**config.mk**
```make
export PLATFORM = sky130hd
export DESIGN_NAME = convert_ycbcr422to444
export DESIGN_NICKNAME = d
export VERILOG_FILES = /design/src/rtl/ycbcr_pkg.sv /design/src/rtl/delay.sv /design/src/rtl/convert_ycbcr422to444.sv
export SDC_FILE = /design/constraint.sdc
export NUM_CORES = 1
export LEC_CHECK = 0
export CAP_MARGIN = 40
export CORE_MARGIN = 1
export CORE_UTILIZATION = 62
export CTS_BUF_LIST = sky130_fd_sc_hd__clkbuf_4 sky130_fd_sc_hd__clkbuf_8 sky130_fd_sc_hd__clkbuf_16
export CTS_CLUSTER_DIAMETER = 100
export DETAILED_ROUTE_END_ITERATION = 10
export DONT_BUFFER_PORTS = 1
export PLACE_DENSITY = 0.78
export SYNTH_ARGS = -nofsm -noshare
export SYNTH_HDL_FRONTEND = slang
export SYNTH_SLANG_ARGS = --single-unit
```
**constraint.sdc**
```tcl
create_clock -name i_clk -period 3.8 [get_ports i_clk]
set_input_delay 0 -clock i_clk [delete_from_list [all_inputs] [get_ports i_clk]]
set_output_delay 0 -clock i_clk [all_outputs]
set_load 0.01 [all_outputs]
```
**src/rtl/ycbcr_pkg.sv**
```systemverilog
`default_nettype none
// ============================================================================
//  Module      : ycbcr_pkg
//  Description : Shared types and constants for the YCbCr 4:2:2 -> 4:4:4
//                chroma upsampler.
//  Revision    : 1.0 - initial release
// ============================================================================
package ycbcr_pkg;

  // Input-to-output latency of the upsampler, in clock cycles.
  localparam int LATENCY = 4;

  // Alignment state: IDLE drops everything until a line boundary is seen.
  typedef enum logic [0:0] {
    IDLE = 1'b0,
    RUN  = 1'b1
  } state_t;

  // Mid-scale chroma code, i.e. "no colour" for unsigned offset-binary chroma.
  function automatic int neutral_chroma(input int data_width);
    return 1 << (data_width - 1);
  endfunction

endpackage
`default_nettype wire

```
**src/rtl/delay.sv**
```systemverilog
`default_nettype none
// ============================================================================
//  Module      : delay
//  Description : Fixed-length register delay line with asynchronous reset.
//  Revision    : 1.0 - initial release
// ============================================================================
module delay #(
  parameter int DATA_WIDTH = 1,
  parameter int DELAY_TIME = 1
) (
  input  logic                  i_clk,
  input  logic                  i_rst,
  input  logic [DATA_WIDTH-1:0] i_data,
  output logic [DATA_WIDTH-1:0] o_data
);

  logic [DATA_WIDTH-1:0] r_pipe [DELAY_TIME];

  // Shift the input through DELAY_TIME registers; reset clears every stage.
  always_ff @(posedge i_clk or posedge i_rst) begin
    if (i_rst) begin
      for (int i = 0; i < DELAY_TIME; i++) begin
        r_pipe[i] <= '0;
      end
    end else begin
      r_pipe[0] <= i_data;
      for (int i = 1; i < DELAY_TIME; i++) begin
        r_pipe[i] <= r_pipe[i-1];
      end
    end
  end

  assign o_data = r_pipe[DELAY_TIME-1];

endmodule
`default_nettype wire

```
**src/rtl/convert_ycbcr422to444.sv**
```systemverilog
`default_nettype none
// ============================================================================
//  Module      : convert_ycbcr422to444
//  Description : Chroma upsampler, YCbCr 4:2:2 (Cb/Cr multiplexed on one bus)
//                to per-pixel Y/Cb/Cr 4:4:4. Odd pixels take averaged or
//                replicated chroma; syncs are delayed to match the data.
//  Revision    : 1.0 - initial release
// ============================================================================
module convert_ycbcr422to444
  import ycbcr_pkg::*;
#(
  parameter int DATA_WIDTH = 10,
  parameter int INTERP     = 1
) (
  input  logic                  i_clk,
  input  logic                  i_rst,
  input  logic [DATA_WIDTH-1:0] i_data_y,
  input  logic [DATA_WIDTH-1:0] i_data_c,
  input  logic                  i_sync_h,
  input  logic                  i_sync_v,
  output logic [DATA_WIDTH-1:0] o_data_y,
  output logic [DATA_WIDTH-1:0] o_data_cb,
  output logic [DATA_WIDTH-1:0] o_data_cr,
  output logic                  o_sync_h,
  output logic                  o_sync_v
);

  localparam logic [DATA_WIDTH-1:0] c_neutral   = DATA_WIDTH'(neutral_chroma(DATA_WIDTH));
  localparam bit                    c_interp_en = (INTERP != 0);

  // Rounded mean of two samples, computed one bit wider so it never wraps.
  function automatic logic [DATA_WIDTH-1:0] round_avg(
    input logic [DATA_WIDTH-1:0] a,
    input logic [DATA_WIDTH-1:0] b
  );
    return DATA_WIDTH'(({1'b0, a} + {1'b0, b} + {{DATA_WIDTH{1'b0}}, 1'b1}) >> 1);
  endfunction

  state_t r_state;
  state_t w_state_next;

  logic w_pix_valid;
  logic w_in_valid;
  logic r_phase;

  // Look-ahead pipeline. Index 0 is the youngest stage. When the pixel under
  // decision sits in stage 2, stages 1 and 0 hold the next two pixels and
  // stage 3 holds the previous one.
  logic [3:0]            r_vld;
  logic [2:0]            r_ph;
  logic [DATA_WIDTH-1:0] r_y [3];
  logic [DATA_WIDTH-1:0] r_c [4];

  logic [DATA_WIDTH-1:0] w_y;
  logic [DATA_WIDTH-1:0] w_cb;
  logic [DATA_WIDTH-1:0] w_cr;
  logic [DATA_WIDTH-1:0] r_out_y;
  logic [DATA_WIDTH-1:0] r_out_cb;
  logic [DATA_WIDTH-1:0] r_out_cr;

  logic [1:0] w_sync_in;
  logic [1:0] w_sync_out;

  // Frame blanking overrides line valid.
  assign w_pix_valid = i_sync_h & i_sync_v;
  // Pixels arriving before the first line boundary after reset are dropped.
  assign w_in_valid  = w_pix_valid & (r_state == RUN);

  // State register.
  always_ff @(posedge i_clk or posedge i_rst) begin
    if (i_rst) begin
      r_state <= IDLE;
    end else begin
      r_state <= w_state_next;
    end
  end

  // Leave IDLE on the first non-valid cycle so a partial line is never used.
  always_comb begin
    w_state_next = r_state;
    if ((r_state == IDLE) && !w_pix_valid) begin
      w_state_next = RUN;
    end
  end

  // Phase restarts at 0 on every blanking cycle and toggles per valid pixel.
  always_ff @(posedge i_clk or posedge i_rst) begin
    if (i_rst) begin
      r_phase <= 1'b0;
    end else begin
      r_phase <= w_in_valid ? ~r_phase : 1'b0;
    end
  end

  // Advance the look-ahead pipeline; non-valid slots carry zero data.
  always_ff @(posedge i_clk or posedge i_rst) begin
    if (i_rst) begin
      r_vld <= '0;
      r_ph  <= '0;
      for (int i = 0; i < 3; i++) begin
        r_y[i] <= '0;
      end
      for (int i = 0; i < 4; i++) begin
        r_c[i] <= '0;
      end
    end else begin
      r_vld  <= {r_vld[2:0], w_in_valid};
      r_ph   <= {r_ph[1:0], r_phase & w_in_valid};
      r_y[0] <= w_in_valid ? i_data_y : '0;
      r_c[0] <= w_in_valid ? i_data_c : '0;
      for (int i = 1; i < 3; i++) begin
        r_y[i] <= r_y[i-1];
      end
      for (int i = 1; i < 4; i++) begin
        r_c[i] <= r_c[i-1];
      end
    end
  end

  // Pick chroma for the pixel in stage 2 from its neighbours in the line.
  always_comb begin
    w_y  = '0;
    w_cb = '0;
    w_cr = '0;
    if (r_vld[2]) begin
      w_y = r_y[2];
      if (!r_ph[2]) begin
        // Even pixel: own Cb; Cr from the next pixel, else the previous
        // pair's Cr, else neutral for a one-pixel line.
        w_cb = r_c[2];
        if (r_vld[1]) begin
          w_cr = r_c[1];
        end else if (r_vld[3]) begin
          w_cr = r_c[3];
        end else begin
          w_cr = c_neutral;
        end
      end else begin
        // Odd pixel: pair chroma by default, blended with the next pair
        // whenever that pair's samples exist in the same line.
        w_cb = r_c[3];
        w_cr = r_c[2];
        if (c_interp_en && r_vld[1]) begin
          w_cb = round_avg(r_c[3], r_c[1]);
          if (r_vld[0]) begin
            w_cr = round_avg(r_c[2], r_c[0]);
          end
        end
      end
    end
  end

  // Output registers.
  always_ff @(posedge i_clk or posedge i_rst) begin
    if (i_rst) begin
      r_out_y  <= '0;
      r_out_cb <= '0;
      r_out_cr <= '0;
    end else begin
      r_out_y  <= w_y;
      r_out_cb <= w_cb;
      r_out_cr <= w_cr;
    end
  end

  // Line sync is suppressed while IDLE so a discarded partial line stays dark.
  assign w_sync_in = {i_sync_v, i_sync_h & (r_state == RUN)};

  delay #(
    .DATA_WIDTH (2),
    .DELAY_TIME (LATENCY)
  ) u_sync_delay (
    .i_clk  (i_clk),
    .i_rst  (i_rst),
    .i_data (w_sync_in),
    .o_data (w_sync_out)
  );

  assign o_data_y  = r_out_y;
  assign o_data_cb = r_out_cb;
  assign o_data_cr = r_out_cr;
  assign o_sync_h  = w_sync_out[0];
  assign o_sync_v  = w_sync_out[1];

endmodule
`default_nettype wire
```
==> impl_metrics.json <==
{
  "clock_latency_ps": 500,
  "layout.nets": 457,
  "async_flop_share": 1.00,
  "num_rows": 31,
  "die_y_um": 89.4,
  "clock_sink_count": 117,
  "grt_max_degree": 45,
  "cp_max_fo": 5,
  "required_ps": 4170,
  "areaGrowthSynthToFinish_pct": 18.0,
  "finalMaxSlewViolations": 0,
  "cp_slowest_cell": "a2111o_1",
  "r2r-end": "o_data_cr[7]",
  "crit_path_end_kind": "flip-flop",
  "synth-edff-count": 0,
  "drtIter0Drc": 340,
  "io_buffers": 0,
  "wl_per_cell_um": 18.1,
  "peakVddDrop_mv": 0.559,
  "p_clk_frac": 0.498,
  "reg2reg_depth": 7,
  "swShare": 0.235,
  "rsz0062_at_grt": "false",
  "clockRootBuffer": "clkbuf_8",
  "ys_seq_area_frac": 0.618,
  "ys_warn_count": 0,
  "die_area_mm2": 0.00799,
  "multi_input_area_mm2": 0.00166,
  "cts_resized": 0,
  "yosysMostFrequentCell": "dfrtp_1",
  "die_w_um": 89.4,
  "synthesis.nets": 430,
  "grtUsageTotal": 0.265,
  "rrSetupSlack_ps": 1480,
  "dp_hpwl_um": 6030,
  "synth_top_area_cell": "dfrtp_1",
  "p_leak_nw": 2.66,
  "net-switching-power_mw": 0.694,
  "cp_top_family": "compound AO/OA/AOI/OAI gates",
  "numCtsBuffers": 17,
  "grt_pass1_vias": 3047,
  "tightest_slew_ps": 785,
  "r2r_start": "r_c[10]",
  "timing.hold.ws_ps": 17.5,
  "cts.htree.levels": 4,
  "pin_count": 56,
  "cts_tree": "yes",
  "antenna_found_initial": 0,
  "cpPeakStageDelay_ps": 460,
  "dr_total_vias": 3188,
  "seqCellArea_mm2": 0.00293,
  "p_comb_frac": 0.053,
  "clk_pin_slew_ps": 60,
  "powerDensity_mw_per_mm2": 529,
  "arrival_ps": 2690,
  "crit_path_start_kind": "flip-flop",
  "fin_crit_ps": 2320,
  "start_util": 0.646,
  "syn_area_mm2": 0.00474,
  "yosys-top-cells-area": "dfrtp_1 (62%), ha_1 (4.8%), and2_1 (4.2%)",
  "critPathKind": "reg -> reg",
  "netlist_instances": 386,
  "p_int_mw": 2.26,
  "timing.setup.tns_ps": 0,
  "routabilityCongestion": 0.848,
  "cp_num_cells": 7,
  "ys.flop_type": "dfrtp_1",
  "synth.distinct_cells": 57,
  "max_freq_mhz": 431,
  "finalSetupViolations": 0,
  "drt_first_pass_iters": 5,
  "drive_gt1_frac": 0.101,
  "stdcell_count": 525,
  "grt_pass1_wl_um": 15200,
  "design.core.area_mm2": 0.00733,
  "finalCritPeriodShare": 0.611,
  "antenna_left": 0,
  "drc": 0,
  "worstPathCellList": "or2_2 > fa_1 > a21oi_1 > o21bai_1 > a2111o_1 > nor4_1 > nor3b_1",
  "hold_viol": 0,
  "hold_class": "in -> async",
  "synth_top_area_frac": 0.618,
  "synth_common_cells": "dfrtp_1 (117), and2_1 (32), nand2_1 (27), a21oi_1 (20)",
  "clock_path_buffers": 2,
  "ys_seq_elements": 117,
  "skew_ps": 8.82,
  "run_status": "finished clean",
  "drv_cap": 0,
  "vias_per_cell": 6.07,
  "power_frac_seq": 0.449,
  "worst-path-buf-inv": 0,
  "placedCellCount": 470,
  "relSlewSlack": 0.477,
  "wl_um": 9490,
  "cts_hold_buf": 23,
  "postCtsSetupRepairBufs": 0,
  "antenna_cells": 0,
  "fill_cells": 439,
  "grt_overflow_total": 0,
  "syn_area_per_cell_um2": 12.3
}
stage by stage:
| stage | instance area (µm²) | utilization | total power [mW] | worst slack [ps] |
|---|---|---|---|---|
| floorplan | 4740 | - | 1.45 | 699 |
| detailed placement | 4790 | 0.654 | 1.48 | 1500 |
| global route | 5590 | 0.762 | 3.06 | 1360 |
| global placement | 4770 | 0.651 | 1.47 | 1590 |
| CTS | 5590 | 0.762 | 2.98 | 1490 |
| finish | 5590 | 0.762 | 2.96 | 1480 |
registers in the layout, summed over array words and instances, names as in the netlist:
| name | flops |
|---|---|
| r_y | 30 |
| o_data_y | 10 |
| o_data_cb | 10 |
| r_vld | 4 |
| u_sync_delay.o_data | 2 |
| r_ph | 3 |
| u_sync_delay.r_pipe | 6 |
| o_data_cr | 10 |
| r_phase | 1 |
| r_c | 40 |
| r_state | 1 |
power by group through the flow:
stage	combinational [mW]	clock [mW]	sequential (mW)
global placement	0.129	0	1.34
finish	0.158	1.47	1.33
global route	0.176	1.56	1.33
detailed placement	0.136	0	1.35
CTS	0.157	1.49	1.33
floorplan	0.113	0	1.33
area by class of cell:
class                   count  area share
flip-flops and latches    117       0.524
repair buffers             27      0.0488
multi-input cells         240       0.297
clock buffers              19      0.0790
inverters                  10     0.00717
clock inverters            13      0.0217
well taps                  99      0.0222
how the worst max path moves through the flow:
| stage | to | from | slack (ps) |
|---|---|---|---|
| global route | o_data_cr[7] | r_c[10] | 1360 |
| global placement | o_data_cr[7] | r_c[10] | 1590 |
| CTS | o_data_cr[7] | r_c[10] | 1490 |
| floorplan | o_data_cb[0] | i_rst | 700 |
| detailed placement | o_data_cr[7] | r_c[10] | 1500 |
| finish | o_data_cr[7] | r_c[10] | 1480 |
layer usage:
metal / routed length [µm] / track usage
met5: 0 / 0
met4: 189 / 0.113
met3: 667 / 0.0665
met2: 4620 / 0.421
met1: 4010 / 0.352
logic make-up after synthesis:
| group | synth area share |
|---|---|
| AO/OA/AOI/OAI | 0.139 |
| XOR/XNOR | 0.0111 |
| adder cells (fa/ha/maj) | 0.0560 |
| buffers and inverters | 0.0314 |
| flip-flops | 0.618 |
| multiplexers | 0.0129 |
| AND/OR/NAND/NOR | 0.132 |
cells in the final DEF (no fill, tap or decap), types with 5 or more instances in the layout:
cell / Yosys / routed
dlygate4sd3_1: 0 / 23
nor2_1: 17 / 17
mux2i_1: 5 / 5
inv_1: 10 / 9
a311oi_1: 5 / 5
nand3_1: 6 / 6
a21oi_1: 20 / 20
a221oi_1: 5 / 5
o211ai_1: 10 / 10
clkbuf_16: 0 / 16
nor4_1: 5 / 5
nand2_1: 27 / 27
and2_1: 32 / 32
o21ai_0: 18 / 18
o21a_1: 6 / 6
dfrtp_1: 117 / 117
ha_1: 18 / 18
worst register-to-register path, cell delays in order, from the launching register on:
cell	delay, ps
dfrtp_1	420
or2_2	310
fa_1	410
a21oi_1	160
o21bai_1	150
a2111o_1	460
nor4_1	190
nor3b_1	90
No activity file was read; power rests on OpenSTA's default activity.
